<file path="src/rtl/cache_mem_bridge.sv">
// cache_mem_bridge: line-transfer engine between the cache controller and
// main memory. One miss request is turned into an optional line writeback
// followed by a line refill, issued as single-word memory transactions, and
// completed with a one-cycle resp_valid pulse carrying the refilled line.
module cache_mem_bridge #(
  parameter int ADDR_WIDTH = 32,
  parameter int DATA_WIDTH = 32,
  parameter int LINE_WORDS = 4
) (
  input  logic                             clk,
  input  logic                             reset,
  input  logic                             req_valid,
  output logic                             req_ready,
  input  logic                             req_wb,
  input  logic [ADDR_WIDTH-1:0]            wb_addr,
  input  logic [LINE_WORDS*DATA_WIDTH-1:0] wb_line,
  input  logic [ADDR_WIDTH-1:0]            rf_addr,
  output logic                             resp_valid,
  output logic [LINE_WORDS*DATA_WIDTH-1:0] rf_line,
  output logic                             mem_en,
  output logic                             mem_we,
  output logic [ADDR_WIDTH-1:0]            mem_addr,
  output logic [DATA_WIDTH-1:0]            mem_wdata,
  input  logic [DATA_WIDTH-1:0]            mem_rdata,
  input  logic                             mem_ready
);

  localparam int CW  = $clog2(LINE_WORDS);
  localparam int OFS = CW + 2;
  localparam int HW  = ADDR_WIDTH - OFS;
  localparam logic [CW-1:0] LAST = CW'(LINE_WORDS - 1);

  typedef enum logic [1:0] {IDLE, WB, RF, DONE} state_t;

  state_t                           state_q;
  logic [CW-1:0]                    cnt_q;
  logic [CW-1:0]                    cnt_d;
  logic [HW-1:0]                    wb_base_q;
  logic [HW-1:0]                    rf_base_q;
  logic [LINE_WORDS*DATA_WIDTH-1:0] wb_line_q;
  logic [LINE_WORDS*DATA_WIDTH-1:0] rf_line_q;
  logic                             req_ready_q;
  logic                             resp_valid_q;
  logic                             mem_en_q;
  logic                             mem_we_q;
  logic [ADDR_WIDTH-1:0]            mem_addr_q;
  logic [DATA_WIDTH-1:0]            mem_wdata_q;
  logic [ADDR_WIDTH-1:0]            wb_next_addr_d;
  logic [ADDR_WIDTH-1:0]            rf_next_addr_d;
  logic [DATA_WIDTH-1:0]            wb_next_word_d;
  logic                             unused_low_bits;

  // Next-word address/data; bases are line-aligned so the word index is
  // simply concatenated below them, which can never carry out of the line.
  always_comb begin
    cnt_d           = cnt_q + 1'b1;
    wb_next_addr_d  = {wb_base_q, cnt_d, 2'b00};
    rf_next_addr_d  = {rf_base_q, cnt_d, 2'b00};
    wb_next_word_d  = wb_line_q[DATA_WIDTH*int'(cnt_d) +: DATA_WIDTH];
    unused_low_bits = ^{wb_addr[OFS-1:0], rf_addr[OFS-1:0]};
  end

  // Output ports are driven straight from their registers.
  always_comb begin
    req_ready  = req_ready_q;
    resp_valid = resp_valid_q;
    rf_line    = rf_line_q;
    mem_en     = mem_en_q;
    mem_we     = mem_we_q;
    mem_addr   = mem_addr_q;
    mem_wdata  = mem_wdata_q;
  end

  // Transfer sequencer with registered outputs: each word's address/data is
  // loaded on the edge that completes the previous word (or accepts the
  // request), so mem_en stays high between words with no bubble.
  always_ff @(posedge clk or posedge reset) begin
    if (reset) begin
      state_q      <= IDLE;
      cnt_q        <= '0;
      wb_base_q    <= '0;
      rf_base_q    <= '0;
      wb_line_q    <= '0;
      rf_line_q    <= '0;
      req_ready_q  <= 1'b1;
      resp_valid_q <= 1'b0;
      mem_en_q     <= 1'b0;
      mem_we_q     <= 1'b0;
      mem_addr_q   <= '0;
      mem_wdata_q  <= '0;
    end else begin
      case (state_q)
        IDLE: begin
          if (req_valid) begin
            wb_base_q   <= wb_addr[ADDR_WIDTH-1:OFS];
            rf_base_q   <= rf_addr[ADDR_WIDTH-1:OFS];
            wb_line_q   <= wb_line;
            cnt_q       <= '0;
            req_ready_q <= 1'b0;
            mem_en_q    <= 1'b1;
            if (req_wb) begin
              state_q     <= WB;
              mem_we_q    <= 1'b1;
              mem_addr_q  <= {wb_addr[ADDR_WIDTH-1:OFS], {OFS{1'b0}}};
              mem_wdata_q <= wb_line[DATA_WIDTH-1:0];
            end else begin
              state_q    <= RF;
              mem_we_q   <= 1'b0;
              mem_addr_q <= {rf_addr[ADDR_WIDTH-1:OFS], {OFS{1'b0}}};
            end
          end
        end
        WB: begin
          if (mem_ready) begin
            cnt_q <= cnt_d;
            if (cnt_q == LAST) begin
              // cnt_d has wrapped to 0, so rf_next_addr_d is the refill base.
              state_q    <= RF;
              mem_we_q   <= 1'b0;
              mem_addr_q <= rf_next_addr_d;
            end else begin
              mem_addr_q  <= wb_next_addr_d;
              mem_wdata_q <= wb_next_word_d;
            end
          end
        end
        RF: begin
          if (mem_ready) begin
            rf_line_q[DATA_WIDTH*int'(cnt_q) +: DATA_WIDTH] <= mem_rdata;
            cnt_q <= cnt_d;
            if (cnt_q == LAST) begin
              state_q      <= DONE;
              mem_en_q     <= 1'b0;
              resp_valid_q <= 1'b1;
            end else begin
              mem_addr_q <= rf_next_addr_d;
            end
          end
        end
        DONE: begin
          state_q      <= IDLE;
          resp_valid_q <= 1'b0;
          req_ready_q  <= 1'b1;
        end
        default: begin
          state_q <= IDLE;
        end
      endcase
    end
  end

endmodule

</file>
<file path="config.mk">
export PLATFORM = sky130hd
export DESIGN_NAME = cache_mem_bridge
export DESIGN_NICKNAME = d
export VERILOG_FILES = /design/src/rtl/cache_mem_bridge.sv
export SDC_FILE = /design/constraint.sdc
export NUM_CORES = 1
export LEC_CHECK = 0
export ABC_AREA = 1
export ABC_CLOCK_PERIOD_IN_PS = 14550
export BUFFER_PORTS_ARGS = -buffer_cell sky130_fd_sc_hd__buf_2
export CAP_MARGIN = 10
export CORE_MARGIN = 2
export CORE_UTILIZATION = 45
export DETAILED_ROUTE_END_ITERATION = 10
export HOLD_SLACK_MARGIN = 0.15
export PLACE_DENSITY = 0.66
export REMOVE_ABC_BUFFERS = 1
export SETUP_SLACK_MARGIN = 0.5
export SYNTH_ARGS = -nofsm -noshare
export SYNTH_HDL_FRONTEND = slang
export SYNTH_SLANG_ARGS = --single-unit
</file>
<file path="constraint.sdc">
create_clock -name clk -period 14.55 [get_ports clk]
set_input_delay 2.1825 -clock clk [delete_from_list [all_inputs] [get_ports clk]]
set_output_delay 2.1825 -clock clk [all_outputs]
set_load 0.005 [all_outputs]
</file>
==> results.tsv, run 1 <==
metric	value	unit
via_count	14790	
fin_tns_setup	0	ns
grtUsageTotal	25.60	%
clockPowerShare	23.3	%
drc	0	
dieHeight	200.2	um
htreeDepth	2	
critPathRequiredTime	15.05	ns
pwr-share-comb	39.4	%
holdWs	0.4734	ns
fin_crit_sh	28.41	%
synth_area_leaders	dfrtp_1, nand2_1, mux2_2, o21ai_0, nand3_1	
dr.pass1.iters	6	
min_period	4.134	ns
cp_top_family	buffers and inverters	
worst_pin_slew	1.191	ns
crit_buf_inv	3	
die_w	200.2	um
layout-drive-gt1-share	29.18	%
totalWireLength	51.59	mm
critPathMaxFanout	56	
p_int	2.870	mW
cts_root_buffer	clkbuf_16	
worstHoldStart	mem_addr[15]	
start_util	45.88	%
port-buffer-count	414	
hold_class	flip-flop to flip-flop	
synth_cells	1884	
cts_buffer_depth	3	
swShare	38.43	%
via_per_inst	5.313	
seqPwrFrac	37.3	%
cpMaxStageDelayCell	inv_2	
cts_sinks	382	
power.static_leakage	10.70	nW
yosysWarnings	0	
ctsResizeCount	0	
dpl_cell_area	0.01963	mm2
first_global_vias	14810	
max_slew_margin	20.54	%
p_switching	1.791	mW
synthToLayoutAreaGrowth	21.66	%
cp_data_arrival_time	4.63	ns
cts_tree	built	
pre_cts_slack	9.737	ns
reg2reg_from	state_q[0]	
antenna_found_initial	14	
nets	2475	
fin_area	0.02107	mm2
num_rows	71	
wl_per_cell	18.53	um
hold_viol	0	
syn_area_per_cell	9.193	um2
final_antenna_net_count	0	
p_total	4.661	mW
cp-end-kind	flip-flop	
crit_type	primary input to flip-flop	
powerDensity	221.2	mW/mm2
cp_common_cell	nand2_1	
finClkSkew	0.01695	ns
startpoint	req_wb	
yosysUniqueCellTypes	31	
syn_area	0.01732	mm2
grt_pass1_wl	82.16	mm
path_cells	buf_2 -> inv_2 -> nand2_1 -> nand3_4 -> or2_1 -> buf_4 -> nand2_1 -> nand2_1	
hpwl	32.09	mm
setup_ws	10.42	ns
place.gp.congestion	0.8517	
holdBufCountCts	0	
clk_latency	0.57	ns
rsz0062_at_grt	no	
critPathLaunchType	primary input	
overflow	0	
synth_top_area_share	55.05	%
fmax	0.2419	GHz
max_stage_delay	0.65	ns
clkTransAtPathRegs	0.05	ns
io_pins	425	
post_cts_buffers	0	
slew_viol_final	0	
drv_cap	0	
numCtsBuffers	44	
ys_seq_elements	382	
finalSetupViolCount	0	
drtIter0Drc	952	
ir_drop	0.1858	mV
yosysSeqAreaShare	55.20	%
fp.coreArea	0.03776	mm2
grt_max_degree	104	
synth_top_cell_by_area	dfrtp_1	
die-area	0.04007	mm2
outcome	finished, final reports clean	
## synthesized netlist by cell type
| cell type | instances |
|---|---|
| nand4_1 | 5 |
| clkbuf_1 | 69 |
| nor2_1 | 85 |
| nand3_4 | 1 |
| buf_2 | 48 |
| inv_1 | 93 |
| buf_6 | 3 |
| conb_1 | 1 |
| nand2_4 | 1 |
| nor3_1 | 32 |
| dfrtp_1 | 381 |
| o21ai_0 | 281 |
| a21oi_1 | 75 |
| mux2_2 | 139 |
| ha_1 | 13 |
| a21oi_2 | 1 |
| nand2_2 | 1 |
| buf_1 | 6 |
| a22o_1 | 1 |
| nor2_4 | 1 |
| nor2_2 | 1 |
| o21bai_1 | 2 |
| or2_1 | 1 |
| o21ai_1 | 30 |
| nand3_1 | 99 |
| inv_2 | 5 |
| nand2_1 | 463 |
| o31ai_1 | 32 |
| o21a_1 | 2 |
| dfstp_2 | 1 |
| buf_4 | 11 |
## registers in the layout, summed over array words and instances, names as in the netlist
signal and count:
resp_valid 1, wb_base_q 28, mem_en 1, mem_addr 30
rf_base_q 28, wb_line_q 128, req_ready 1, mem_we 1
rf_line 128, cnt_q 2, mem_wdata 32, state_q 2
## logic make-up after synthesis
kind of cell	after synthesis	share of synthesized area [%]
flip-flops	382	55.20
adder cells (fa/ha/maj)	13	0.9391
multiplexers	139	9.037
AO/OA/AOI/OAI	424	12.82
buffers and inverters	235	5.808
AND/OR/NAND/NOR	690	16.18
other	1	0.02165
## metal layers
layer / up-vias / global-route usage (%) / routed length (um)
met4: 8 / 10.37 / 1482
li1: 6956 / - / -
met2: 561 / 42.15 / 24780
met1: 7171 / 33.07 / 21480
met5: - / 0 / 46
met3: 95 / 5.337 / 3794
## cell type report
class | instances | area [um2]
diodes | 11 | 27.53
clock buffers | 66 | 1315
clock inverters | 9 | 101.3
fillers | 3455 | 16680
inverters | 98 | 375.4
multi-input cells | 1268 | 6790
flip-flops and latches | 382 | 9564
well taps | 511 | 639.4
repair buffers | 439 | 2260
## cells in the final DEF (no fill, tap or decap), types with 12 or more instances in the layout
cell type	instances
a21oi_1	75
buf_2	414
buf_4	25
clkbuf_16	45
dfrtp_1	380
ha_1	12
inv_1	92
mux2_2	139
nand2_1	462
nand3_1	98
nor2_1	85
nor3_1	32
o21ai_0	281
o21ai_1	30
o31ai_1	32
## through the flow
stage	cells	utilization [%]
floorplan	1748	-
global placement	2698	51.99
detailed placement	2698	51.99
CTS	2773	55.74
global route	2781	55.79
finish	2784	55.81
## worst register-to-register path, delay by kind of cell, from the launching register on
kind                     cells  cell delay, ns
buffers and inverters        2            0.99
adder cells (fa/ha/maj)      1            0.27
AND/OR/NAND/NOR              1            0.65
multiplexers                 1            0.55
flip-flops                   1            0.47
## power by group through the flow
stage	combinational, mW	sequential (mW)	clock (mW)
final	1.84	1.74	1.09
after global placement	1.80	1.73	0
after floorplan	1.22	1.73	0
after detailed placement	1.84	1.75	0
after CTS	1.85	1.74	1.11
after global routing	2.06	1.79	1.15
## final timing paths
check | endpoint | cells after the start | slack [ns]
worst min-delay path | mem_addr[15] | 2 | 0.47
max in group asynchronous | wb_line_q[90] | 4 | 10.45
worst max register to register | wb_line_q[0] | 5 | 11.51
worst max-delay path | mem_wdata[14] | 8 | 10.42
min in group asynchronous | rf_line[9] | 2 | 1.77
worst min register to register | mem_addr[15] | 2 | 0.47
(Power assumes the default switching activity.)
==> run 2: changes to the inputs <==
--- a/config.mk
+++ b/config.mk
@@ -5,15 +5,15 @@
 export SDC_FILE = /design/constraint.sdc
 export NUM_CORES = 1
 export LEC_CHECK = 0
-export ABC_AREA = 1
-export ABC_CLOCK_PERIOD_IN_PS = 14550
+export ABC_AREA = 0
+export ABC_CLOCK_PERIOD_IN_PS = 3600
 export BUFFER_PORTS_ARGS = -buffer_cell sky130_fd_sc_hd__buf_2
 export CAP_MARGIN = 10
 export CORE_MARGIN = 2
 export CORE_UTILIZATION = 45
 export DETAILED_ROUTE_END_ITERATION = 10
 export HOLD_SLACK_MARGIN = 0.15
-export PLACE_DENSITY = 0.66
+export PLACE_DENSITY = 0.69
 export REMOVE_ABC_BUFFERS = 1
 export SETUP_SLACK_MARGIN = 0.5
 export SYNTH_ARGS = -nofsm -noshare
==> constraint.sdc (replaced) <==
create_clock -name clk -period 3.6 [get_ports clk]
set_input_delay 0.54 -clock clk [delete_from_list [all_inputs] [get_ports clk]]
set_output_delay 0.54 -clock clk [all_outputs]
set_load 0.005 [all_outputs]
==> run 2 against run 1 <==
First-iteration DRC count shrank 35%. Design area shrank 2.9%. Die area shrank 4.2%. Core utilization grew 0.33 points. Final cell count shrank 25%. Synthesized area shrank 4.3%. Setup slack lost 9.4 ns. Hold slack lost 0.26 ns. Global-route usage shrank 2.6 points. Highest routed layer unchanged.
==> results.tsv, run 2 <==
metric	value	unit	change
rsz0062_at_grt	no		
yosysUniqueCellTypes	42		+35%
finalSetupViolCount	0		unchanged
first_global_vias	12190		-18%
cp_common_cell	buf_4		
dr.pass1.iters	5		-1
hold_class	primary input to flip-flop		
via_count	11580		-22%
slew_viol_final	0		unchanged
io_pins	425		unchanged
totalWireLength	43.45	mm	-16%
dieHeight	195.9	um	-2.1%
drv_cap	0		unchanged
synth_top_cell_by_area	dfrtp_1		
synthFlopType	dfrtp_1		
drc	0		unchanged
cpMaxStageDelayCell	buf_4		
synth_top_area_share	57.54	%	+2.5 points
synth_cells	1200		-36%
layout-drive-gt1-share	47.28	%	+18 points
antenna_found_initial	20		+6
cts_root_buffer	clkbuf_16		
final_antenna_net_count	0		unchanged
cts_buffer_depth	3		unchanged
critPathMaxFanout	41		-27%
holdWs	0.2182	ns	-0.2552 ns
synthToLayoutAreaGrowth	23.44	%	
powerDensity	856.5	mW/mm2	+290%
grt_use_met3	7.409	%	+2.1 points
cp-end-kind	flip-flop		
nets	1832		-26%
critPathRequiredTime	4.03	ns	-11.02 ns
synth.most_common_cell	dfrtp_1		
htreeDepth	2		unchanged
power.static_leakage	9.740	nW	-9.0%
wl_per_cell	20.70	um	+12%
grt_pass1_wl	69.05	mm	-16%
finClkSkew	0.01540	ns	-0.001547 ns
synth_top_family_by_area	multiplexers		
synth_adder_area_share	0.9816	%	+0.042 points
clk_latency	0.55	ns	-0.02 ns
outcome	finished, final reports clean		
synthArstFlopShare	100.0	%	unchanged
via_per_inst	5.516		+3.8%
synth_xor_area_share	0	%	unchanged
synthTopCellsByCount	dfrtp_1, mux2_2, a22o_1, a211oi_1, buf_2		
yosysWarnings	0		unchanged
num_rows	70		-1.4%
numCtsBuffers	41		-6.8%
cp_top_family	buffers and inverters		
place.gp.congestion	0.8210		-3.6%
synth_enable_flop_cells	0		unchanged
path_cells	buf_4 -> ha_1 -> buf_4 -> mux2_2 -> a22oi_1 -> a211oi_1 -> a21o_1		
start_util	45.48	%	-0.39 points
use_met1	29.35	%	-3.7 points
worst_pin_slew	0.7107	ns	-0.4799 ns
cts_sinks	382		unchanged
synth_compound_area_share	13.49	%	+0.67 points
drtIter0Drc	619		-35%
critPathLaunchType	flip-flop		
p_total	17.52	mW	+280%
synthSimpleGateAreaFrac	3.707	%	-12 points
grtUsageTotal	23.00	%	-2.6 points
syn_area	0.01657	mm2	-4.3%
final_cell_mix	buf_2, dfrtp_1, mux2_2, a22o_1, a211oi_1		
port-buffer-count	414		unchanged
ir_drop	0.5566	mV	+200%
die_w	195.9	um	-2.1%
syn_area_per_cell	13.81	um2	+50%
final_common_cell	buf_2		
clkTransAtPathRegs	0.06	ns	about the same
fp.coreArea	0.03643	mm2	-3.5%
overflow	0		unchanged
grt_max_degree	76		-27%
yosysSeqAreaShare	57.69	%	+2.5 points
hpwl	29.07	mm	-9.4%
crit_type	flip-flop to flip-flop		
cp_data_arrival_time	3.02	ns	-1.61 ns
max_slew_margin	52.51	%	+32 points
synth_area_leaders	dfrtp_1, mux2_2, a22o_1, mux4_2, a211oi_1		
hold_viol	0		unchanged
cts_tree	built		
use_met2	36.84	%	-5.3 points
busiest_layer	met2		
die-area	0.03837	mm2	-4.2%
max_stage_delay	0.56	ns	-0.09 ns
min_period	2.592	ns	
synthMuxAreaShare	21.01	%	+12 points
ys_seq_elements	382		unchanged
fin_crit_sh	71.99	%	
ctsResizeCount	0		unchanged
crit_buf_inv	2		-1
fmax	0.3859	GHz	
[run 2: final timing paths]
| path | startpoint | endpoint | slack (ns) | cells after the start |
|---|---|---|---|---|
| min reg2reg | mem_addr[9] | mem_addr[9] | 0.47 | 1 |
| min | wb_line[38] | wb_line_q[38] | 0.22 | 2 |
| min in group asynchronous | reset | rf_line[55] | 0.62 | 3 |
| max in group asynchronous | reset | req_ready | 2.16 | 4 |
| max | cnt_q[0] | mem_addr[30] | 1.01 | 7 |
| max reg2reg | cnt_q[0] | mem_addr[30] | 1.01 | 7 |
[run 2: power by group]
part | switching, mW | internal [mW]
logic | 3.06 | 3.50
clock network | 1.72 | 2.34
registers | 0.887 | 6.01
total | 5.67 | 11.9
[run 2: worst reg2reg max path, stage by stage, from the launching register on]
cell      delay [ns]
dfrtp_2         0.35
buf_4           0.56
ha_1            0.26
buf_4           0.43
mux2_2          0.40
a22oi_1         0.18
a211oi_1        0.10
a21o_1          0.19
[run 2: final cells by class]
type / instances / area, um2
fillers: 3083 / 15980
well taps: 468 / 585.6
inverters: 9 / 41.29
repair buffers: 443 / 2405
multi-input cells: 713 / 6548
clock inverters: 15 / 116.4
clock buffers: 58 / 1170
flip-flops and latches: 382 / 9562
diodes: 11 / 27.53
[run 2: logic make-up after synthesis]
logic type / Yosys count
adders and majority gates: 13
DFF: 382
AOI/OAI and AO/OA: 294
buffers and inverters: 106
and+or+nand+nor: 123
muxes: 281
other: 1
[run 2: what timing repair did]
| item | CTS | global route |
|---|---|---|
| hold endpoints to repair | 69 | 0 |
| endpoints found under the setup margin | 0 | 0 |
| buffers inserted | 0 | 0 |
| hold buffers | 1 | 0 |
[run 2: layer usage]
| metal | routed length (um) | share of wire (%) |
|---|---|---|
| met4 | 1383 | 3.2 |
| met2 | 20640 | 48 |
| met1 | 17620 | 41 |
| met5 | 126 | 0.29 |
| met3 | 3676 | 8.5 |
[run 2: metrics by stage]
step | instances | instance area, um2 | worst slack, ns | util, % | setup TNS [ns]
after floorplan | 1104 | 16090 | -7.552 | - | -3294.79
final | 2099 | 20450 | 1.008 | 56.14 | 0
after global placement | 2014 | 19130 | 1.037 | 52.51 | 0
after detailed placement | 2014 | 19130 | 0.9787 | 52.51 | 0
after CTS | 2088 | 20430 | 0.9690 | 56.06 | 0
after global routing | 2095 | 20440 | 0.8592 | 56.11 | 0
